<file path="src/rtl/fpc_scanline_fill.sv">
// rtl/fpc_scanline_fill.sv - pixel stream to scanline RAM filler paced by fpc_hdmi line/frame sync
module fpc_scanline_fill #(
    parameter int WIDTH       = 1600,
    parameter int HEIGHT      = 900,
    parameter int HBITS       = 11,
    parameter int VBITS       = 10,
    parameter int SYNC_STAGES = 2
) (
    input  logic             clk,
    input  logic             rst_n,
    input  logic             linesync,
    input  logic             framesync,
    input  logic             pix_valid,
    output logic             pix_ready,
    input  logic [23:0]      pix_data,
    input  logic             pix_sof,
    output logic [HBITS-1:0] addr,
    output logic [7:0]       rdata,
    output logic [7:0]       gdata,
    output logic [7:0]       bdata,
    output logic             rwe,
    output logic             gwe,
    output logic             bwe,
    output logic             busy,
    output logic [VBITS-1:0] line_idx,
    output logic             underrun,
    output logic             sof_err,
    input  logic             clr_status
);

    typedef enum logic [1:0] {WAIT_FRAME, FILL, WAIT_LINE} state_t;

    state_t                 state;
    logic [SYNC_STAGES-1:0] ls_sync;
    logic [SYNC_STAGES-1:0] fs_sync;
    logic                   ls_prev;
    logic                   ls_s;
    logic                   fs_s;
    logic                   line_fall;
    logic                   hunt;
    logic                   hunt_err;
    logic                   we;
    logic [HBITS:0]         pix_cnt;
    logic                   accept;
    logic                   wr_beat;
    logic                   last_beat;
    logic                   bad_sof;
    logic                   set_underrun;
    logic                   set_sof_err;
    logic                   last_line;

    always_ff @(posedge clk or negedge rst_n) begin
        if (!rst_n) begin
            ls_sync <= '0;
            fs_sync <= '0;
            ls_prev <= 1'b0;
        end else begin
            ls_sync <= {ls_sync[SYNC_STAGES-2:0], linesync};
            fs_sync <= {fs_sync[SYNC_STAGES-2:0], framesync};
            ls_prev <= ls_s;
        end
    end

    assign ls_s      = ls_sync[SYNC_STAGES-1];
    assign fs_s      = fs_sync[SYNC_STAGES-1];
    assign line_fall = ls_prev & ~ls_s;

    // Once aligned, an SOF beat is refused so it stays at the source head for the next frame.
    assign pix_ready    = (state == FILL) && (hunt || !pix_sof);
    assign accept       = pix_valid && pix_ready;
    assign wr_beat      = accept && (!hunt || pix_sof);
    assign last_beat    = wr_beat && (pix_cnt == (HBITS+1)'(WIDTH - 1));
    assign bad_sof      = (state == FILL) && !hunt && pix_valid && pix_sof;
    assign set_underrun = (state == FILL) && line_fall && !last_beat;
    assign set_sof_err  = ((state == FILL) && hunt && !hunt_err && accept && !pix_sof) || bad_sof;
    assign last_line    = (line_idx == VBITS'(HEIGHT - 1));

    assign rwe  = we;
    assign gwe  = we;
    assign bwe  = we;
    assign busy = (state == FILL);

    always_ff @(posedge clk or negedge rst_n) begin
        if (!rst_n) begin
            state    <= WAIT_FRAME;
            hunt     <= 1'b0;
            hunt_err <= 1'b0;
            pix_cnt  <= '0;
            line_idx <= '0;
            addr     <= '0;
            rdata    <= '0;
            gdata    <= '0;
            bdata    <= '0;
            we       <= 1'b0;
            underrun <= 1'b0;
            sof_err  <= 1'b0;
        end else begin
            we       <= 1'b0;
            underrun <= set_underrun | (underrun & ~clr_status);
            sof_err  <= set_sof_err | (sof_err & ~clr_status);
            if (set_sof_err)
                hunt_err <= 1'b1;
            if (wr_beat && !set_underrun) begin
                addr  <= pix_cnt[HBITS-1:0];
                rdata <= pix_data[23:16];
                gdata <= pix_data[15:8];
                bdata <= pix_data[7:0];
                we    <= 1'b1;
            end
            case (state)
                WAIT_FRAME: begin
                    if (line_fall && fs_s) begin
                        line_idx <= '0;
                        pix_cnt  <= '0;
                        hunt     <= 1'b1;
                        hunt_err <= 1'b0;
                        state    <= FILL;
                    end
                end
                FILL: begin
                    if (set_underrun) begin
                        // Abandoned line: the same edge may still arm a new frame.
                        if (fs_s) begin
                            line_idx <= '0;
                            pix_cnt  <= '0;
                            hunt     <= 1'b1;
                            hunt_err <= 1'b0;
                        end else begin
                            state <= WAIT_FRAME;
                        end
                    end else if (bad_sof) begin
                        state <= WAIT_FRAME;
                    end else if (wr_beat) begin
                        pix_cnt <= pix_cnt + 1'b1;
                        hunt    <= 1'b0;
                        if (last_beat) begin
                            if (line_fall && fs_s) begin
                                line_idx <= '0;
                                pix_cnt  <= '0;
                                hunt     <= 1'b1;
                                hunt_err <= 1'b0;
                            end else if (line_fall && !last_line) begin
                                line_idx <= line_idx + 1'b1;
                                pix_cnt  <= '0;
                            end else if (last_line) begin
                                state <= WAIT_FRAME;
                            end else begin
                                state <= WAIT_LINE;
                            end
                        end
                    end
                end
                WAIT_LINE: begin
                    if (line_fall) begin
                        pix_cnt <= '0;
                        state   <= FILL;
                        if (fs_s) begin
                            line_idx <= '0;
                            hunt     <= 1'b1;
                            hunt_err <= 1'b0;
                        end else begin
                            line_idx <= line_idx + 1'b1;
                        end
                    end
                end
                default: state <= WAIT_FRAME;
            endcase
        end
    end

endmodule

</file>
<file path="config.mk">
export PLATFORM = sky130hd
export DESIGN_NAME = fpc_scanline_fill
export DESIGN_NICKNAME = d
export VERILOG_FILES = /design/src/rtl/fpc_scanline_fill.sv
export SDC_FILE = /design/constraint.sdc
export NUM_CORES = 1
export LEC_CHECK = 0
export CAP_MARGIN = 20
export CORE_AREA = 2 2 109 111
export DETAILED_ROUTE_END_ITERATION = 6
export DIE_AREA = 0 0 111 113
export REMOVE_ABC_BUFFERS = 1
export SETUP_SLACK_MARGIN = 0.5
export SYNTH_ARGS = -nofsm -noshare
export SYNTH_HDL_FRONTEND = slang
export SYNTH_SLANG_ARGS = --single-unit
</file>
<file path="constraint.sdc">
create_clock -name clk -period 5.55 [get_ports clk]
set_clock_uncertainty 0.1 [all_clocks]
set_input_delay 1.665 -clock clk [delete_from_list [all_inputs] [get_ports clk]]
set_output_delay 1.665 -clock clk [all_outputs]
set_load 0.05 [all_outputs]
</file>
==> results_dict.tcl <==
set metrics [dict create \
    postSynth.asyncResetShare_pct 100 \
    r2r_end "line_idx[2]" \
    vias 2555 \
    cts_resized 0 \
    port_buffers 82 \
    cts.clk_slew.worst_paths_ns 0.06 \
    cts_buffers 9 \
    cts_root_buf "clkbuf_16" \
    seq_area_frac_synth_pct 51.3 \
    drtAntennaViolNets 0 \
    cp_max_fo 3 \
    grt_pass1_wl_mm 13.0 \
    die_w_um 111 \
    viasPerCell 4.86 \
    worst_hold_path.endpoint "fs_sync[1]" \
    hold_start "fs_sync[0]" \
    required_ns 3.79 \
    routedWlPerCell_um 14.7 \
    synth_largest_area_cell "dfrtp_1" \
    grt_usage_pct 12.8 \
    drt-pass1-iter-count 4 \
    slew_viol_final 0 \
    nets 417 \
    insertion_delay_ns 0.33 \
    power.leakage_nw 1.99 \
    cts_setup_buffers 0 \
    hold_path_class "reg -> reg" \
    yosysWarnings 0 \
    synth.area.top_cells "dfrtp_1 51%, mux2_2 6.0%, mux2_1 5.3%, o21ai_0 3.1%, ha_1 3.0%" \
    synth-edff-count 0 \
    hold_viol_final 0 \
    clock-sinks 69 \
    syn_area_um2 3370 \
    r2r_slack_ns 2.60 \
    worstHoldPathCells 0 \
    finalNonFillerCells 526 \
    r2r-start "state[1]" \
    synth_cell_types 59 \
    finalSetupTns_ns 0 \
    dp_cells 509 \
    synth_seq_cells 69 \
    reg2reg_depth 8 \
    endpoint_kind "output pin" \
    ios 83 \
    postSynthCellCount 294 \
    grt_pass1_vias 2514 \
    start_util_pct 29.9 \
    critPathLaunchType "primary input" \
    fill_cells 1097 \
    power_mw 2.48 \
    drt_iter0_drc 130 \
    die-area_um2 12500 \
    antenna_found_initial 0 \
    vdd_drop_max_uv 220 \
    cap_viol_max_count 0 \
    grt-ovfl-total 0 \
    min_period_over_period_pct 89.3 \
    gp_congestion 0.848 \
    syn2layout_area_growth_pct 37.7 \
    grt_max_degree 49 \
    worst_ep_arrival_time_ns 3.19 \
    post_synth.cell_area_avg_um2 11.5 \
    holdBufCountCts 0 \
    coreArea_um2 11300 \
    maxSlewHeadroom_pct 35.4 \
    row_count 39 \
    clk_path_buf_depth 2 \
    cts_tree "built" \
    routed_wl_mm 7.73 \
    synth_top_cell_area_share_pct 51.3 \
    htree_levels 3 \
    setup.worst_path.class "in -> out" \
    p_per_area_nw_per_um2 535 \
    worst_slew_pin_slew_ns 0.969 \
    place_hpwl_mm 5.47 \
    fmax_mhz 202 \
    finalCriticalPeriod_ns 4.96 \
    die_h_um 113 \
    status "finished, final reports clean" \
    drive_gt1_share_pct 14.1 \
    drc_errors 0 \
    synthFlopType "dfrtp_1" \
    setup_viol 0 \
    rsz0062_at_grt "false" \
    antenna_cells 0 \
]
[where the power goes]
part / total (mW) / internal [mW] / switching [mW]
combinational: 1.19 / 0.416 / 0.769
clock: 0.583 / 0.354 / 0.229
sequential: 0.716 / 0.636 / 0.0797
total: 2.48 / 1.41 / 1.08
[layer usage]
layer  global-route usage [%]  part of all wire (%)  up-vias
met4                     4.00                   1.5        0
li1                         -                     -     1234
met5                        0                     0        -
met1                     18.2                    48     1252
met2                     19.3                    47       61
met3                     3.00                   3.9        8
[per-stage QoR]
stage          hold WS (ns)  worst slack [ns]  util (%)  instance area, um^2
3_3_place_gp          0.235             0.617      38.3                 4310
6_report              0.252             0.593      41.2                 4640
3_5_place_dp          0.238             0.598      38.3                 4310
5_1_grt               0.264             0.549      41.2                 4640
4_1_cts               0.252             0.589      41.0                 4620
2_1_floorplan         0.231              1.34         -                 3310
[worst max-delay path by stage]
stage | from | endpoint | cells past startpoint
2_1_floorplan | pix_sof | pix_ready | 2
3_3_place_gp | pix_sof | pix_ready | 4
3_5_place_dp | pix_sof | pix_ready | 4
4_1_cts | pix_sof | pix_ready | 4
5_1_grt | pix_sof | pix_ready | 4
6_report | pix_sof | pix_ready | 4
[sequential cells by signal, indices dropped and copies added, names as in the netlist]
| register | cells |
|---|---|
| fs_sync | 2 |
| hunt | 1 |
| rdata | 8 |
| hunt_err | 1 |
| bwe | 1 |
| ls_prev | 1 |
| pix_cnt | 12 |
| ls_sync | 2 |
| gdata | 8 |
| sof_err | 1 |
| underrun | 1 |
| addr | 11 |
| bdata | 8 |
| line_idx | 10 |
| state | 2 |
[cell type report]
| type | instances | area, um^2 | area share, % |
|---|---|---|---|
| Sequential cell | 69 | 1730 | 37.2 |
| Multi-Input combinational cell | 199 | 1530 | 32.9 |
| Timing Repair Buffer | 84 | 843 | 18.2 |
| Clock buffer | 9 | 225 | 4.85 |
| Tap cell | 143 | 179 | 3.86 |
| Clock inverter | 7 | 81.3 | 1.75 |
| Inverter | 15 | 56.3 | 1.21 |
[critical path, stage by stage]
cell	delay [ns]
clkdlybuf4s50_1	0.46
nor2b_1	0.18
nor2_1	0.09
clkdlybuf4s50_1	0.80
[placed cells by master (no fill, tap or decap), types with 2 or more instances in the layout]
cell	n
clkdlybuf4s50_1	81
dfrtp_1	69
o21ai_0	21
nor2_1	18
mux2_2	18
nand2_1	16
mux2_1	16
inv_1	15
a21oi_1	14
clkbuf_16	9
nand2b_1	8
nand3_1	8
ha_1	8
a22o_1	6
and3_1	5
a221o_1	4
nor2b_1	3
o31ai_1	3
or2_2	3
nor3_1	3
o21ai_1	3
a211o_1	3
clkinvlp_4	3
or3_1	2
o2bb2ai_1	2
a31oi_1	2
or4_1	2
inv_6	2
[synth_stat cells (all sizes together) (2+ instances only)]
cell type,number
inv,15
nand3,10
o21ai,24
and3,5
buf,10
o2bb2ai,2
ha,8
nor3,4
dfrtp,69
or3,2
or2,3
nor2b,3
nand2b,8
a221o,4
nand4,2
nand2,16
a21oi,14
a31oi,2
or4b,2
and2,3
mux2,34
a211o,3
or4,2
a22o,6
o31ai,3
nor2,19
[logic make-up (layout without fill, tap and decap cells)]
family | count (synthesis) | count (layout) | synth area share [%]
AOI/OAI and AO/OA | 68 | 68 | 14.2
xor gates and xnor gates | 1 | 1 | 0.260
adders and majority gates | 8 | 8 | 2.97
buffers and inverters | 26 | 115 | 3.38
DFF | 69 | 69 | 51.3
muxes | 35 | 35 | 11.7
and+or+nand+nor | 87 | 87 | 16.3
Note: power is estimated with default switching activity, not from simulation.
